===== src/rtl/audio_pkg.sv =====
// Shared audio-path definitions for the voice mixer and the delta-sigma DAC:
// mixer FSM states, output sample width and the output saturation helper.
package audio_pkg;

  typedef enum logic [1:0] {
    IDLE,
    ACCUM,
    SCALE,
    OUT
  } mix_state_e;

  localparam int AUDIO_W    = 14;
  localparam int AUDIO_MAX  = 8191;
  localparam int AUDIO_MIN  = -8192;
  localparam int MIX_PROD_W = 19;

  // Clamp a scaled mixer product into the signed AUDIO_W output range.
  function automatic logic signed [AUDIO_W-1:0] sat_audio(
    input logic signed [MIX_PROD_W-1:0] v
  );
    logic signed [MIX_PROD_W-1:0] hi;
    logic signed [MIX_PROD_W-1:0] lo;
    hi = MIX_PROD_W'(AUDIO_MAX);
    lo = MIX_PROD_W'(AUDIO_MIN);
    if (v > hi) begin
      return AUDIO_W'(AUDIO_MAX);
    end else if (v < lo) begin
      return AUDIO_W'(AUDIO_MIN);
    end
    return v[AUDIO_W-1:0];
  endfunction

endpackage


===== src/rtl/voice_mixer.sv =====
// Sums one signed sample per voice per frame, scales by volume/8 with a serial
// shift-add multiplier and presents a saturated sample with a one-cycle strobe.
module voice_mixer
  import audio_pkg::*;
#(
  parameter int NUM_VOICES = 3,
  parameter int VOICE_W    = 12,
  parameter int VOL_W      = 4,
  parameter int OUT_W      = AUDIO_W
) (
  input  logic                  clk_i,
  input  logic                  rst_ni,
  input  logic                  frame_start_i,
  input  logic                  voice_valid_i,
  output logic                  voice_ready_o,
  input  logic [VOICE_W-1:0]    voice_i,
  input  logic [1:0]            voice_idx_i,
  input  logic [NUM_VOICES-1:0] voice_mute_i,
  input  logic [VOL_W-1:0]      volume_i,
  output logic [OUT_W-1:0]      audio_o,
  output logic                  audio_valid_o,
  output logic                  overrun_o
);

  // Three guard bits keep a four-voice sum of full-scale samples from wrapping.
  localparam int ACC_W  = VOICE_W + 3;
  localparam int PROD_W = ACC_W + VOL_W;
  localparam int CNT_W  = 3;
  localparam int STEP_W = (VOL_W > 1) ? $clog2(VOL_W) : 1;

  mix_state_e state_q, state_d;

  logic signed [ACC_W-1:0]  acc_q;
  logic signed [PROD_W-1:0] prod_q;
  logic [CNT_W-1:0]         voice_cnt_q;
  logic [STEP_W-1:0]        step_q;
  logic [VOL_W-1:0]         vol_q;

  logic                     xfer;
  logic                     mute_hit;
  logic                     last_voice;
  logic                     last_step;
  logic [3:0]               mute_pad;
  logic signed [ACC_W-1:0]  voice_ext;
  logic signed [PROD_W-1:0] acc_ext;
  logic signed [PROD_W-1:0] prod_shr;

  assign voice_ready_o = (state_q == ACCUM);
  assign xfer          = voice_ready_o & voice_valid_i;

  // Indices beyond NUM_VOICES land on zero-padded bits and are never muted.
  assign mute_pad   = 4'(voice_mute_i);
  assign mute_hit   = mute_pad[voice_idx_i];
  assign voice_ext  = {{(ACC_W-VOICE_W){voice_i[VOICE_W-1]}}, voice_i};
  assign acc_ext    = {{VOL_W{acc_q[ACC_W-1]}}, acc_q};
  assign prod_shr   = prod_q >>> (VOL_W - 1);
  assign last_voice = (voice_cnt_q == CNT_W'(NUM_VOICES - 1));
  assign last_step  = (step_q == STEP_W'(VOL_W - 1));

  // NOTE: synchronous reset -- rst_ni is only looked at on the rising clock edge.
  always_ff @(posedge clk_i) begin
    if (!rst_ni) begin
      state_q <= IDLE;
    end else begin
      state_q <= state_d;
    end
  end

  always_comb begin
    // NOTE: default assigned first so every path drives state_d and no latch is inferred.
    state_d = state_q;
    unique case (state_q)
      IDLE:    if (frame_start_i) state_d = ACCUM;
      ACCUM:   if (xfer && last_voice) state_d = SCALE;
      SCALE:   if (last_step) state_d = OUT;
      OUT:     state_d = IDLE;
      default: state_d = IDLE;
    endcase
  end

  // The result is registered on the edge that closes OUT, so the strobe lands
  // VOL_W+1 cycles after the edge that accepted the last voice.
  always_ff @(posedge clk_i) begin
    // NOTE: clocked state uses non-blocking assignments so every register sees pre-edge values.
    if (!rst_ni) begin
      acc_q         <= '0;
      prod_q        <= '0;
      voice_cnt_q   <= '0;
      step_q        <= '0;
      vol_q         <= '0;
      audio_o       <= '0;
      audio_valid_o <= 1'b0;
      overrun_o     <= 1'b0;
    end else begin
      audio_valid_o <= 1'b0;
      if (frame_start_i && (state_q != IDLE)) begin
        overrun_o <= 1'b1;
      end

      unique case (state_q)
        IDLE: begin
          if (frame_start_i) begin
            acc_q       <= '0;
            prod_q      <= '0;
            voice_cnt_q <= '0;
            step_q      <= '0;
          end
        end
        ACCUM: begin
          if (xfer) begin
            if (!mute_hit) begin
              acc_q <= acc_q + voice_ext;
            end
            voice_cnt_q <= voice_cnt_q + 1'b1;
            if (last_voice) begin
              vol_q  <= volume_i;
              step_q <= '0;
            end
          end
        end
        SCALE: begin
          if (vol_q[step_q]) begin
            prod_q <= prod_q + (acc_ext <<< step_q);
          end
          step_q <= step_q + 1'b1;
        end
        OUT: begin
          audio_o       <= OUT_W'(sat_audio(prod_shr));
          audio_valid_o <= 1'b1;
        end
        default: ;
      endcase
    end
  end

endmodule


===== config.mk =====
export PLATFORM = sky130hd
export DESIGN_NAME = voice_mixer
export DESIGN_NICKNAME = d
export VERILOG_FILES = /design/src/rtl/audio_pkg.sv /design/src/rtl/voice_mixer.sv
export SDC_FILE = /design/constraint.sdc
export NUM_CORES = 1
export LEC_CHECK = 0
export CAP_MARGIN = 30
export CORE_ASPECT_RATIO = 0.75
export CORE_MARGIN = 3
export CORE_UTILIZATION = 26
export DETAILED_ROUTE_END_ITERATION = 16
export DONT_BUFFER_PORTS = 1
export GPL_TIMING_DRIVEN = 0
export SLEW_MARGIN = 20
export SYNTH_ARGS = -nofsm -noshare
export SYNTH_HDL_FRONTEND = slang
export SYNTH_SLANG_ARGS = --single-unit

===== constraint.sdc =====
create_clock -name clk_i -period 6.73 [get_ports clk_i]
set_clock_uncertainty 0.1 [all_clocks]
set_input_delay 0.3365 -clock clk_i [delete_from_list [all_inputs] [get_ports clk_i]]
set_output_delay 0.3365 -clock clk_i [all_outputs]
set_load 0.02 [all_outputs]

Word-level counts from Yosys, hierarchy flattened --
Index checks and enable logic that the tools add are counted.
Operators by class: reduce and logical (&&, ||, !) cells 13, multiplexer cells 30, bitwise logic cells 1, add/sub/neg operators 4, order comparisons 4, shifts and indexed selects 1, equality and inequality tests 12
Operators by type and width (number):
- $mux W15 | 3
- $mux W14 | 3
- $mux W19 | 2
- $pmux W19 S2 | 1
- $pmux W15 S2 | 1
- $add A19 B19 Y19 | 1
- $sshl A15 B2 Y19 | 1
- $gt A16 B14 Y1 const B | 1
- $lt A16 B14 Y1 const B | 1
- $add A15 B12 Y15 | 1
- $mux W2 | 6
- $reduce_and A3 Y1 | 4
- $ne A2 B2 Y1 const B | 4
- $pmux W2 S4 | 1
- $reduce_and A4 Y1 | 2
- $mux W1 | 7
- $eq A2 B2 Y1 const B | 3
- $lt A2 B3 Y1 const B | 2
- $mux W3 | 2
- $ne A2 B1 Y1 const B | 3
- $pmux W2 S3 | 1
- $pmux W3 S2 | 1
- $reduce_bool A2 Y1 | 3
- $bmux W1 S2 | 2
- 8 further kinds | 9
Word-level totals: input bits 25, logic and storage cells 74, output and inout port bits 17, register bits after elaboration 61

Longest topological paths before layout --
depth in word-level cells 6, depth in mapped cells 11, mapped depth without buffers 11

Worst setup path before layout --
No wires, ideal clock.
kind register to register, from register step_q[0], to register prod_q[17], path buffers 2, stages on the path, launching flop included 12, period minus slack after synthesis 3.559 ns, slack 3.171 ns, data arrival time 3.342 ns, required time 6.513 ns, setup time 0.117 ns, cell sequence dfxtp_1 -> buf_1 -> mux4_2 -> ha_1 -> clkbuf_1 -> a21o_1 -> a21o_2 -> a21o_2 -> a211o_2 -> a311oi_2 -> xnor2_1 -> a22o_1
Between the ends: word-level cells in the longest chain between the ends 4, elaborated cells between the ends (all ways) 8, classes of those cells add/sub: 1; eq/ne: 1; shift: 1; mux: 4; reduce/logical: 1
RTL lines:
- start, declared | line voice_mixer.sv:36 | logic [STEP_W-1:0] step_q;
- start signal, assigned | line voice_mixer.sv:125 | step_q <= step_q + 1'b1;
- $sshl A15 B2 Y19 / $bmux W1 S2 (equally long branches) | line voice_mixer.sv:123, voice_mixer.sv:122
- $add A19 B19 Y19 / $mux W1 (equally long branches) | line voice_mixer.sv:123, voice_mixer.sv:122
- $mux W19 / $ne A2 B2 Y1 (equally long branches)
- $pmux W19 S2 / $reduce_and A3 Y1 (equally long branches)
- end signal, assigned | line voice_mixer.sv:123 | prod_q <= prod_q + (acc_ext <<< step_q);
- end, declared | line voice_mixer.sv:34 | logic signed [PROD_W-1:0] prod_q;
Parallel ways exist; a longest one is shown, timed or not. The select of a mux whose other input is x is not followed. A chain may end at the register's enable or synchronous reset.

Worst setup path in the final report --
Same ends and word-level chain as after synthesis.

==> reports/metrics.csv <==
metric;value;unit
outcome;completed;
path_buf_inv;2;
final_area;4926;sq um
drive_above_1_share;0.07780;
dp.cells;723;
path_clk_slew;0.05;ns
cp_slowest_cell;mux4_2;
worst_path_dominant_cell_family;compound AO/OA/AOI/OAI gates;
drt_pass1_iterations;7;
fmax;0.2594;GHz
worst-path-stages;11;
period_minus_slack;3.854;ns
r2r-start;step_q[0];
yosysWarnings;0;
first_iter_violations;300;
synth_top_family_by_area;compound AO/OA/AOI/OAI gates;
yosysSeqAreaShare;0.2789;
cts_resized;0;
grtUsageTotal;0.1242;
io_buffers;0;
grt_pass1_vias;3369;
core-area;16270;sq um
clk_path_buf_depth;2;
grt_pass1_wl;18.35;mm
ir_drop;0.1076;mV
gp_congestion;0.9063;
path_class;reg2reg;
cts_hold_buf;0;
cp.arrival;3.98;ns
grt_start_max_net_pins;11;
ys_seq_elements;61;
cpPeakStageDelay;0.65;ns
min_from;frame_start_i;
tightestPinTransition;0.7251;ns
synth-compound-area-share;0.2446;
cap_viol_max_count;0;
leakagePower;1.998;nW
cts_tree;yes;
cpMostUsedCell;a21o_2;
setup_viol;0;
p_per_area;272.9;nW/um^2
initial_core_util;0.2692;
critPathCaptureType;flop;
netlist_area;4378;sq um
clk_latency;0.33;ns
ant_nets;0;
dp_hpwl;8.612;mm
ff2ff_path_depth;11;
min_path_type;in2reg;
die_y;118.4;microns
synth-main-ff-cell;dfxtp_1;
critPathLaunch;step_q[0];
placed_cell_area;4641;sq um
postSynthCellCount;513;
rows;40;
via_per_inst;5.128;
setup_slack;2.876;ns
cts.sinks;61;
finalHoldViolCount;0;
place_ws;2.849;ns
grt-ovfl-total;0;
drc;0;
floorplan.die.width;155.8;microns
synth_nets;579;
synthSimpleGateAreaFrac;0.1823;
tns;0;ns
holdPathStages;2;
rsz0062_at_grt;no;
h-tree-depth;3;
synth_edf_count;0;
ys_types;65;
die-area;18450;sq um
drt-total-wl;11.28;mm
postCtsSetupBuffers;0;
vias;3779;
instances_no_fill;737;
ioPinCount;42;
antenna_cells;0;
area_delta_synth_final;12.52;%
crit_fanout;10;
wl_per_cell;15.31;microns
syn_avg_cell_area;8.534;sq um
cts-root-buf;clkbuf_16;
synth-xor-area-share;0.04601;
synth_fa_ha_area_frac;0.1206;
cts_inserted_buffers;9;
antenna_found_initial;0;
required;6.85;ns
finalCritPeriodShare;0.5727;
slew_headroom;0.5166;
synthArstFlopShare;0;
slew_violations;0;
cp-start-kind;flop;
synthMuxAreaShare;0.09174;
path_cells;buf_1 > mux4_2 > ha_1 > clkbuf_1 > a21o_1 > a21o_2 > a21o_2 > a211o_2 > a311oi_2 > xnor2_1 > a22o_1;
fin_nets;590;
-- through the flow --
step                hold WS, ns  total power [mW]    util
finish                  0.07780             1.344  0.3028
global route            0.07025             1.439  0.3028
CTS                     0.07205             1.350  0.3028
detailed placement       0.3647            0.9008  0.2853
global placement         0.3600            0.8985  0.2853
floorplan                0.3453            0.7898       -
-- per-layer routing --
layer | vias to the layer above | routed length [microns] | part of all wire | global-route usage
met5 | - | 0 | 0 | 0
met4 | 0 | 104 | 0.0092 | 0.03309
met3 | 9 | 1166 | 0.10 | 0.04246
met2 | 127 | 4086 | 0.36 | 0.1538
met1 | 1723 | 5924 | 0.53 | 0.1966
li1 | 1920 | - | - | -
-- cell usage in the layout (no fill, tap or decap), drive strengths merged, types with 13 or more instances in the layout --
cell,instances
a21o,16
a21oi,40
clkbuf,31
dfxtp,61
ha,39
inv,13
nand2,65
nand3,19
nor2,18
nor2b,16
o21ai,42
-- flip-flops by register name (all words and copies together) (netlist names) --
| signal | count |
|---|---|
| audio_o | 14 |
| step_q | 2 |
| prod_q | 19 |
| vol_q | 4 |
| audio_valid_o | 1 |
| voice_cnt_q | 3 |
| overrun_o | 1 |
| state_q | 2 |
| acc_q | 15 |
-- power breakdown --
group	internal, mW	total (mW)	switching, mW
sequential	0.396	0.448	0.0515
clock	0.284	0.445	0.160
combinational	0.161	0.452	0.291
total	0.842	1.34	0.503
-- path summary, 6_finish.rpt --
| check | end | slack [ns] |
|---|---|---|
| hold reg to reg | prod_q[2] | 0.38 |
| setup / recovery | prod_q[17] | 2.88 |
| setup reg to reg | prod_q[17] | 2.88 |
| hold / removal | overrun_o | 0.08 |
-- cells in the mapped netlist, drive strengths merged (5+ instances only) --
master / n / share of area
nor3: 6 / 0.0069
xor2: 12 / 0.024
nor2: 18 / 0.015
inv: 13 / 0.011
nand4: 6 / 0.0086
nor2b: 16 / 0.023
a21oi: 40 / 0.046
buf: 7 / 0.0089
a21o: 16 / 0.028
nand2: 65 / 0.056
a22oi: 7 / 0.012
o21ai: 42 / 0.048
o21a: 6 / 0.011
dfxtp: 61 / 0.28
ha: 39 / 0.11
a21boi: 11 / 0.019
xnor2: 11 / 0.022
and3: 5 / 0.0071
nand3: 19 / 0.022
and2: 8 / 0.011
mux2i: 12 / 0.027
o21bai: 5 / 0.0094
clkbuf: 18 / 0.016
mux4: 12 / 0.062
-- logic make-up (layout without fill, tap and decap cells) --
kind of cell | after synthesis | after routing
adders and majority gates | 41 | 41
AOI/OAI and AO/OA | 162 | 162
xor gates and xnor gates | 23 | 23
and+or+nand+nor | 163 | 163
muxes | 25 | 25
buffers and inverters | 38 | 52
DFF | 61 | 61
-- worst register-to-register path, delay by kind of cell (launching register included) --
kind	cells	cell delay (ns)
buf+inv	2	0.77
compound gates	6	1.39
fa+ha+maj	1	0.29
mux	1	0.66
flops	1	0.45
xor+xnor	1	0.09
-- area by class of cell --
| cell class | count | area [sq um] |
|---|---|---|
| Buffer | 25 | 107.6 |
| Fill cell | 1693 | 11340 |
| Clock inverter | 1 | 5.005 |
| Sequential cell | 61 | 1221 |
| Tap cell | 210 | 262.8 |
| Clock buffer | 13 | 280.3 |
| Inverter | 13 | 48.80 |
| Multi-Input combinational cell | 414 | 3000 |
No activity file was read; power rests on OpenSTA's default activity.
